`src/rtl/preemption_watchdog.sv`:
```
// Preemption watchdog: counts user-space cycles against a quantum loaded by
// privileged code and raises a registered context_exchange request on expiry,
// deferring the request while protected (control-flow / IO) ops execute.
module preemption_watchdog #(
   parameter logic [11:0] OS_BOUNDARY = 12'd256,
   parameter logic [5:0]  SET_QUANTUM = 6'b101000
) (
   input  logic        clock,
   input  logic        reset,
   input  logic [5:0]  operation,
   input  logic [11:0] program_counter,
   input  logic [31:0] quantum_value,
   output logic [31:0] output_watchdog,
   output logic [31:0] watchdog_count,
   output logic        context_exchange,
   output logic [1:0]  fsm_state
);

   localparam logic [5:0] START_SYSTEM = 6'b100111;

   typedef enum logic [1:0] {
      IDLE     = 2'd0,
      COUNTING = 2'd1,
      PENDING  = 2'd2,
      EXCHANGE = 2'd3
   } state_t;

   state_t      state_q, state_d;
   logic [31:0] quantum_q, quantum_d;
   logic [31:0] count_q, count_d;
   logic        cx_q, cx_d;

   logic user_space;
   logic start_system;
   logic load_en;
   logic protected_op;

   assign user_space   = (program_counter >= OS_BOUNDARY);
   assign start_system = (operation == START_SYSTEM);
   assign load_en      = (operation == SET_QUANTUM) && !user_space;

   // Ops that must not be interrupted mid-flight: jumps, branches, reg-indirect memory, IO
   always_comb begin
      protected_op = 1'b0;
      case (operation)
         6'b010101, 6'b100011, 6'b100001, 6'b100010, 6'b011111,
         6'b010011, 6'b010100, 6'b011101, 6'b100000: protected_op = 1'b1;
         default:                                     protected_op = 1'b0;
      endcase
   end

   // Quantum register: only privileged (OS-space) code may load it
   always_comb begin
      quantum_d = quantum_q;
      if (load_en) begin
         quantum_d = quantum_value;
      end
   end

   // Next-state and count; count never decrements below zero
   always_comb begin
      state_d = state_q;
      count_d = count_q;
      if (start_system || !user_space) begin
         // Leaving user space (or a system restart) abandons the quantum and rearms it
         state_d = IDLE;
         count_d = quantum_d;
      end else begin
         case (state_q)
            IDLE: begin
               if (quantum_d != 32'd0) begin
                  state_d = COUNTING;
                  count_d = quantum_d - 32'd1;
               end else begin
                  count_d = quantum_d;
               end
            end
            COUNTING: begin
               if (count_q != 32'd0) begin
                  count_d = count_q - 32'd1;
               end else begin
                  count_d = 32'd0;
                  state_d = protected_op ? PENDING : EXCHANGE;
               end
            end
            PENDING: begin
               count_d = 32'd0;
               if (!protected_op) begin
                  state_d = EXCHANGE;
               end
            end
            EXCHANGE: begin
               count_d = 32'd0;
            end
            default: begin
               state_d = IDLE;
               count_d = quantum_d;
            end
         endcase
      end
   end

   // Request is a registered image of being in EXCHANGE after this edge
   always_comb begin
      cx_d = (state_d == EXCHANGE);
   end

   // State registers with asynchronous active-low clear
   always_ff @(posedge clock or negedge reset) begin
      if (!reset) begin
         state_q   <= IDLE;
         quantum_q <= 32'd0;
         count_q   <= 32'd0;
         cx_q      <= 1'b0;
      end else begin
         state_q   <= state_d;
         quantum_q <= quantum_d;
         count_q   <= count_d;
         cx_q      <= cx_d;
      end
   end

   assign output_watchdog  = quantum_q;
   assign watchdog_count   = count_q;
   assign context_exchange = cx_q;
   assign fsm_state        = state_q;

endmodule

```
`config.mk`:
```
export PLATFORM = sky130hd
export DESIGN_NAME = preemption_watchdog
export DESIGN_NICKNAME = d
export VERILOG_FILES = /design/src/rtl/preemption_watchdog.sv
export SDC_FILE = /design/constraint.sdc
export NUM_CORES = 1
export LEC_CHECK = 0
export CORE_MARGIN = 2
export CORE_UTILIZATION = 35
export CTS_CLUSTER_SIZE = 40
export DETAILED_ROUTE_END_ITERATION = 16
export PLACE_DENSITY = 0.58
export RECOVER_POWER = 50
export SLEW_MARGIN = 20
export SYNTH_ARGS = -nofsm -noshare
export SYNTH_HDL_FRONTEND = slang
export SYNTH_SLANG_ARGS = --single-unit
```
`constraint.sdc`:
```
create_clock -name clock -period 6.71 [get_ports clock]
set_clock_uncertainty 0.05 [all_clocks]
set_input_delay 2.013 -clock clock [delete_from_list [all_inputs] [get_ports clock]]
set_output_delay 2.013 -clock clock [all_outputs]
set_load 0.02 [all_outputs]
```
==> flow_summary.ini, run 1 <==
[worst_setup_path]
crit_family = simple AND/OR/NAND/NOR gates
cpMaxStageDelayCell = sky130_fd_sc_hd__mux2i_1
critical_path.startpoint_type = input pin
timing.critical_path.fanout_max = 9
critical_path.endpoint_type = register
cp_slowest_stage_delay_ns = 0.76
cpMostUsedCell = sky130_fd_sc_hd__nand2_1
worstPathArrival_ns = 5.95
critPathBufInv = 3
crit_required_ns = 6.88
timing.setup.critical_path_class = in2reg
cp_cell_sequence = clkdlybuf4s50_1 -> nor4_1 -> and3_2 -> nand2_1 -> nand2_1 -> inv_1 -> ha_1 -> inv_1 -> nor2_1 -> mux2i_1 -> a211oi_2 -> nor4_2 -> nand2_1 -> o311ai_0

[placement]
place.gp.congestion = 0.914
dp.cells = 802
dpl.hpwl_um = 11800
placed_cell_area_mm2 = 0.00582
port_bufs = 110

[die]
die_area_mm2 = 0.0139
die_x_um = 118
core_area_mm2 = 0.0127
io_pins = 119
die_height_um = 118
rows = 41
start_util = 0.359

[cts]
clock_root_buffer = sky130_fd_sc_hd__clkbuf_16
post_cts_buffers = 0
num_cts_buffers = 9
cts-root-to-sink-buffers = 2
htree_num_levels = 3
ctsResizeCount = 0
tritoncts = done
hold_buf_count_cts = 0
clk_latency_ns = 0.34
cts_sinks = 67
clk_transition_reported_paths_ns = 0.06

[logic_synthesis]
synth-simple-area-share = 0.290
share_of_the_synthesized_area_in_compound_gates_ao_oa_aoi_oai = 0.157
synth_top_cell_by_area = sky130_fd_sc_hd__dfrtp_1
synth_ff_type = sky130_fd_sc_hd__dfrtp_1
netlist_top_cells_area = sky130_fd_sc_hd__dfrtp_1 37%, sky130_fd_sc_hd__mux2i_1 6.8%, sky130_fd_sc_hd__nand2_1 5.8%, sky130_fd_sc_hd__nor2_1 4.8%, sky130_fd_sc_hd__nor3_1 3.5%
synthDominantCellAreaShare = 0.369
yosys-mux-area-fraction = 0.0781
number_of_warning_messages_in_the_yosys_log = 0
dominant_combinational_cell_family_by_area_after_synthesis = simple AND/OR/NAND/NOR gates
synth-xor-area-share = 0.0558
synth-edff-count = 0
seq_area_frac_synth = 0.369
synth_cells = 534
synthesis.area_per_instance_um2 = 8.52
async_flop_share = 1.00
synth-seq-cells = 67
postSynthNetCount = 588
synthAdderAreaFrac = 0.00550
synth.lib_cells_used.distinct = 67
syn-cell-area_mm2 = 0.00455

[timing]
total_negative_setup_slack_ns = 0
finalSetupViolCount = 0
fin_crit_sh = 0.861
maxSlewHeadroom = -1.53
tightestPinTransition_ns = 3.79
timing.final.hold_violations = 0
fmax_mhz = 173
final.min_clock_period_ns = 5.78
rsz_0062_raised_after_global_routing = false
maxSlewViolCount = 68

[grt]
maximum_number_of_pins_on_one_net_before_global_route_repair = 68
grt.overflow.total = 0
grt_first_pass_wirelength_um = 26100
grtUsageTotal = 0.238
antenna_found_initial = 0
first_global_vias = 4644

[cells_and_area]
final_layout_size_suffix_gt1_frac = 0.0774
layout.nets = 695
multi_input_area_mm2 = 0.00267
fillers = 1248
seq_area_mm2 = 0.00168
postLayoutCoreUtil = 0.481
area_delta_synth_final_pct = 34.0
stdcell_count = 818
finalInstanceArea_mm2 = 0.00609
antenna_cells = 0

[power_and_ir_drop]
intPower_w = 0.00123
switching_share_of_total_power = 0.417
power_frac_seq = 0.291
power-per-cell-area_mw_per_mm2 = 348
comb_power_share = 0.489
vdd.ir_drop.worst_mv = 0.140
power.leakage_nw = 2.78
share_clk_of_total_power = 0.220
power.total_w = 0.00212
power.net_switching_w = 0.000884

[route]
detail-route-antenna-nets = 0
avgRoutedWirePerCell_um = 20.2
drt-pass1-iter-count = 7
via_per_inst = 5.81
detailedRoute.firstIterationViolations = 444
vias = 4752
remaining_drc_errors = 0
wirelength_um = 16500

[outcome]
failed_checks = max-capacitance violations, max-slew violations
status = finished, violations left

[job]
drv_cap = 1

[hold_path]
timing.hold.worst.class = reg2reg
cell families (layout without fill, tap and decap cells):
family          after synthesis  after routing
simple gates                255            255
buf+inv                      48            160
mux                          35             35
xor+xnor                     29             29
fa+ha+maj                     2              2
flops                        67             67
compound gates               98             98
worst reg2reg max path: cells and delay by family (launching register included):
kind            cells  cell delay, ns
buf+inv             1            0.33
simple gates        5            2.31
flops               1            0.43
compound gates      2            0.87
cell usage in the layout, fill, tap and decap left out, types with 6 or more instances in the layout:
cell,Yosys,routed
sky130_fd_sc_hd__or3_1,11,11
sky130_fd_sc_hd__clkdlybuf4s50_1,0,79
sky130_fd_sc_hd__dlygate4sd3_1,0,30
sky130_fd_sc_hd__nor2_1,58,57
sky130_fd_sc_hd__mux2i_1,31,31
sky130_fd_sc_hd__clkbuf_16,0,9
sky130_fd_sc_hd__a211o_1,6,6
sky130_fd_sc_hd__inv_1,26,26
sky130_fd_sc_hd__nor4_1,17,18
sky130_fd_sc_hd__nand3_1,8,8
sky130_fd_sc_hd__a21oi_1,14,14
sky130_fd_sc_hd__nand2_1,70,70
sky130_fd_sc_hd__dfrtp_1,67,67
sky130_fd_sc_hd__or4_1,17,17
sky130_fd_sc_hd__xor2_1,13,13
sky130_fd_sc_hd__or2_2,6,6
sky130_fd_sc_hd__o211ai_1,6,6
sky130_fd_sc_hd__nor3_1,32,32
sky130_fd_sc_hd__xnor2_1,16,16
sky130_fd_sc_hd__o21ai_0,20,20
registers in the layout, summed over array words and instances (netlist names):
name	cells
output_watchdog	32
watchdog_count	32
context_exchange	1
fsm_state	2
path summary, 6_finish.rpt:
path / cells after the start / endpoint / startpoint / slack, ns
worst max-delay path: 14 / watchdog_count[23]$_DFF_PN0_ / program_counter[10] / 0.93
worst min-delay path: 2 / output_watchdog[3]$_DFF_PN0_ / output_watchdog[3]$_DFF_PN0_ / 0.49
worst max register to register: 8 / watchdog_count[27]$_DFF_PN0_ / watchdog_count[2]$_DFF_PN0_ / 2.59
worst min register to register: 2 / output_watchdog[3]$_DFF_PN0_ / output_watchdog[3]$_DFF_PN0_ / 0.49
max in group asynchronous: 2 / output_watchdog[0]$_DFF_PN0_ / reset / 1.44
min in group asynchronous: 2 / watchdog_count[26]$_DFF_PN0_ / reset / 3.04
layout make-up:
class,instances,area share
repair buffers,118,0.188
clock inverters,1,0.000821
clock buffers,15,0.0472
flip-flops and latches,67,0.275
multi-input cells,419,0.438
well taps,172,0.0353
inverters,26,0.0160
synthesized netlist by cell type (6+ instances only):
library cell and n:
sky130_fd_sc_hd__nor3_1 32, sky130_fd_sc_hd__o211ai_1 6, sky130_fd_sc_hd__a21oi_1 14, sky130_fd_sc_hd__mux2i_1 31, sky130_fd_sc_hd__dfrtp_1 67, sky130_fd_sc_hd__inv_1 26, sky130_fd_sc_hd__nor2_1 58, sky130_fd_sc_hd__or2_2 6
sky130_fd_sc_hd__nand2_1 70, sky130_fd_sc_hd__or4_1 17, sky130_fd_sc_hd__nor4_1 17, sky130_fd_sc_hd__o21ai_0 20, sky130_fd_sc_hd__nand3_1 8, sky130_fd_sc_hd__a211o_1 6, sky130_fd_sc_hd__xnor2_1 16, sky130_fd_sc_hd__clkbuf_1 13
sky130_fd_sc_hd__xor2_1 13, sky130_fd_sc_hd__or3_1 11
power groups by stage:
| stage | Sequential (W) | Combinational, W | Clock [W] |
|---|---|---|---|
| after global routing | 0.000633 | 0.00111 | 0.000494 |
| after CTS | 0.000617 | 0.00104 | 0.000473 |
| after floorplan | 0.000695 | 0.000545 | 0 |
| final | 0.000616 | 0.00104 | 0.000466 |
| after detailed placement | 0.000621 | 0.00104 | 0 |
| after global placement | 0.000618 | 0.00103 | 0 |
per-stage QoR:
stage / hold WS, ns / setup WS [ns]
global placement: 0.472 / 0.792
floorplan: 0.564 / 1.06
finish: 0.495 / 0.933
CTS: 0.491 / 1.11
detailed placement: 0.479 / 0.721
global route: 0.519 / 0.538
metal layers:
| metal | share of wire | track usage | up-vias | wire length (um) |
|---|---|---|---|---|
| met5 | 0 | 0 | - | 0 |
| met1 | 0.44 | 0.337 | 2321 | 7310 |
| met2 | 0.45 | 0.359 | 232 | 7480 |
| met3 | 0.083 | 0.0383 | 27 | 1380 |
| li1 | - | - | 2172 | - |
| met4 | 0.020 | 0.100 | 0 | 332 |
Note: power is estimated with default switching activity, not from simulation.
==> run 2: changes to the inputs <==
- RECOVER_POWER: 50 -> 100
==> run 2 against run 1 <==
  * The flow still finishes with violations (max-capacitance violations, max-slew violations)
  * Worst setup slack got worse by 0.23 ns
  * Worst hold slack improved by 0.0030 ns
  * Critical path depth did not move
  * Sequential share of layout area rose by 0.068 points
  * Global-route usage did not move
  * First-iteration DRC count fell by 6.3%
  * Via count fell by 0.72%
  * Power fell by 1.2%
  * Clock power barely moved
  * Critical endpoint is now watchdog_count[5]$_DFF_PN0_
  * Largest cell class unchanged
  * Largest power group unchanged
==> flow_summary.ini, run 2 (synthesis gave the netlist of run 1 again) <==
[outcome]
status = finished, violations left
failed_checks = max-capacitance violations, max-slew violations

[die]
die_x_um = 118
rows = 41
io_pins = 119
start_util = 0.359
die_area_mm2 = 0.0139
core_area_mm2 = 0.0127
die_height_um = 118

[worst_setup_path]
crit_required_ns = 6.83
critical_path.startpoint_type = input pin
critical_path.endpoint_type = register
timing.critical_path.fanout_max = 9
timing.setup.critical_path_class = in2reg
cpMaxStageDelayCell = sky130_fd_sc_hd__mux2i_1
cp_slowest_stage_delay_ns = 0.78
cp_cell_sequence = dlygate4sd3_1 -> nor4_1 -> and3_2 -> nand2_1 -> nand2_1 -> inv_1 -> ha_1 -> inv_1 -> nor2_1 -> mux2i_1 -> a211o_1 -> nand2_1 -> o311ai_0 -> o311ai_0
reg2reg_setup_slack_ns = 2.58
worstPathArrival_ns = 6.13
cpMostUsedCell = sky130_fd_sc_hd__nand2_1

[route]
wirelength_um = 16500
detailedRoute.firstIterationViolations = 416
drt-pass1-iter-count = 5
via_per_inst = 5.77
detail-route-antenna-nets = 0
vias = 4718
remaining_drc_errors = 0
avgRoutedWirePerCell_um = 20.1

[power_and_ir_drop]
power.net_switching_w = 0.000883
switching_share_of_total_power = 0.422
power-per-cell-area_mw_per_mm2 = 344
comb_power_share = 0.484
intPower_w = 0.00121
vdd.ir_drop.worst_mv = 0.135
power.total_w = 0.00209
power.leakage_nw = 2.87
share_clk_of_total_power = 0.223
power_frac_seq = 0.293

[timing]
layout_setup_ws_ns = 0.699
timing.final.hold_violations = 0
total_negative_setup_slack_ns = 0
finalSetupViolCount = 0
fmax_mhz = 166
tightestPinTransition_ns = 3.78
maxSlewViolCount = 68
fin_crit_sh = 0.896
rsz_0062_raised_after_global_routing = false
final.min_clock_period_ns = 6.01
maxSlewHeadroom = -1.52

[cts]
tritoncts = done
clk_transition_reported_paths_ns = 0.06
post_cts_buffers = 0
hold_buf_count_cts = 0
clock_root_buffer = sky130_fd_sc_hd__clkbuf_16
htree_num_levels = 3
cts_sinks = 67
clk_latency_ns = 0.34
cts-root-to-sink-buffers = 2
num_cts_buffers = 9
ctsResizeCount = 0

[placement]
dp_slack_ns = 0.721
port_bufs = 110
place.gp.congestion = 0.914
dpl.hpwl_um = 11800
dp.cells = 802

[hold_path]
timing.hold.worst.class = reg2reg

[cells_and_area]
postLayoutCoreUtil = 0.480
mostFrequentLayoutCells = 70 x sky130_fd_sc_hd__nand2_1, 68 x sky130_fd_sc_hd__dlygate4sd3_1, 67 x sky130_fd_sc_hd__dfrtp_1, 57 x sky130_fd_sc_hd__nor2_1, 41 x sky130_fd_sc_hd__clkdlybuf4s50_1
layout.nets = 695
fillers = 1252
antenna_cells = 0
final_common_cell = sky130_fd_sc_hd__nand2_1
stdcell_count = 818
final_layout_size_suffix_gt1_frac = 0.0681
area_delta_synth_final_pct = 33.7

[grt]
grt.overflow.total = 0
first_global_vias = 4644
antenna_found_initial = 0
grt_first_pass_wirelength_um = 26100
maximum_number_of_pins_on_one_net_before_global_route_repair = 68
grtUsageTotal = 0.238

[job]
drv_cap = 1
-- run 2: cell count changes in the layout (fill, tap and decap cells not counted), moves of 3 or more --
cell / before / now
sky130_fd_sc_hd__clkdlybuf4s50_1: 79 / 41
sky130_fd_sc_hd__dlygate4sd3_1: 30 / 68
sky130_fd_sc_hd__mux2_1: 0 / 3
sky130_fd_sc_hd__mux2_2: 4 / 1
-- run 2: layer usage --
layer  up-vias  wire length, um  GRT usage
met5         -                0          0
met2       222             7480      0.359
met1      2296             7380      0.337
met3        20             1310     0.0383
met4         0              288      0.100
li1       2180                -          -
-- run 2: power by group through the flow --
stage          clock network [W]  registers (W)  logic [W]
6_report                0.000466       0.000614    0.00101
4_1_cts                 0.000473       0.000617    0.00104
5_1_grt                 0.000494       0.000631    0.00109
2_1_floorplan                  0       0.000695   0.000545
3_3_place_gp                   0       0.000618    0.00103
3_5_place_dp                   0       0.000621    0.00104
-- run 2: worst paths after layout --
kind                            cells after the start                      endpoint                         start
worst max-delay path                               14   watchdog_count[5]$_DFF_PN0_           program_counter[10]
worst min-delay path                                2  output_watchdog[3]$_DFF_PN0_  output_watchdog[3]$_DFF_PN0_
worst max register to register                      8  watchdog_count[27]$_DFF_PN0_   watchdog_count[2]$_DFF_PN0_
worst min register to register                      2  output_watchdog[3]$_DFF_PN0_  output_watchdog[3]$_DFF_PN0_
max in group asynchronous                           2  output_watchdog[0]$_DFF_PN0_                         reset
min in group asynchronous                           2  watchdog_count[26]$_DFF_PN0_                         reset
-- run 2: area by class of cell --
type,instances,area (um^2),area share
multi-input cells,419,2660,0.437
repair buffers,118,1140,0.188
inverters,26,97.6,0.0161
clock buffers,15,288,0.0473
well taps,172,215,0.0354
flip-flops and latches,67,1680,0.276
clock inverters,1,5.00,0.000823
-- run 2: critical path: cells and delay by family --
family / cells / cell delay (ns)
AOI/OAI and AO/OA: 3 / 1.05
buffers and inverters: 3 / 0.66
muxes: 1 / 0.78
adders and majority gates: 1 / 0.21
and+or+nand+nor: 6 / 1.39
-- run 2: metrics by stage --
| step | area [um^2] | hold WS [ns] |
|---|---|---|
| after detailed placement | 5820 | 0.479 |
| after floorplan | 4550 | 0.564 |
| after CTS | 6110 | 0.491 |
| after global routing | 6080 | 0.519 |
| after global placement | 5820 | 0.472 |
| final | 6080 | 0.498 |
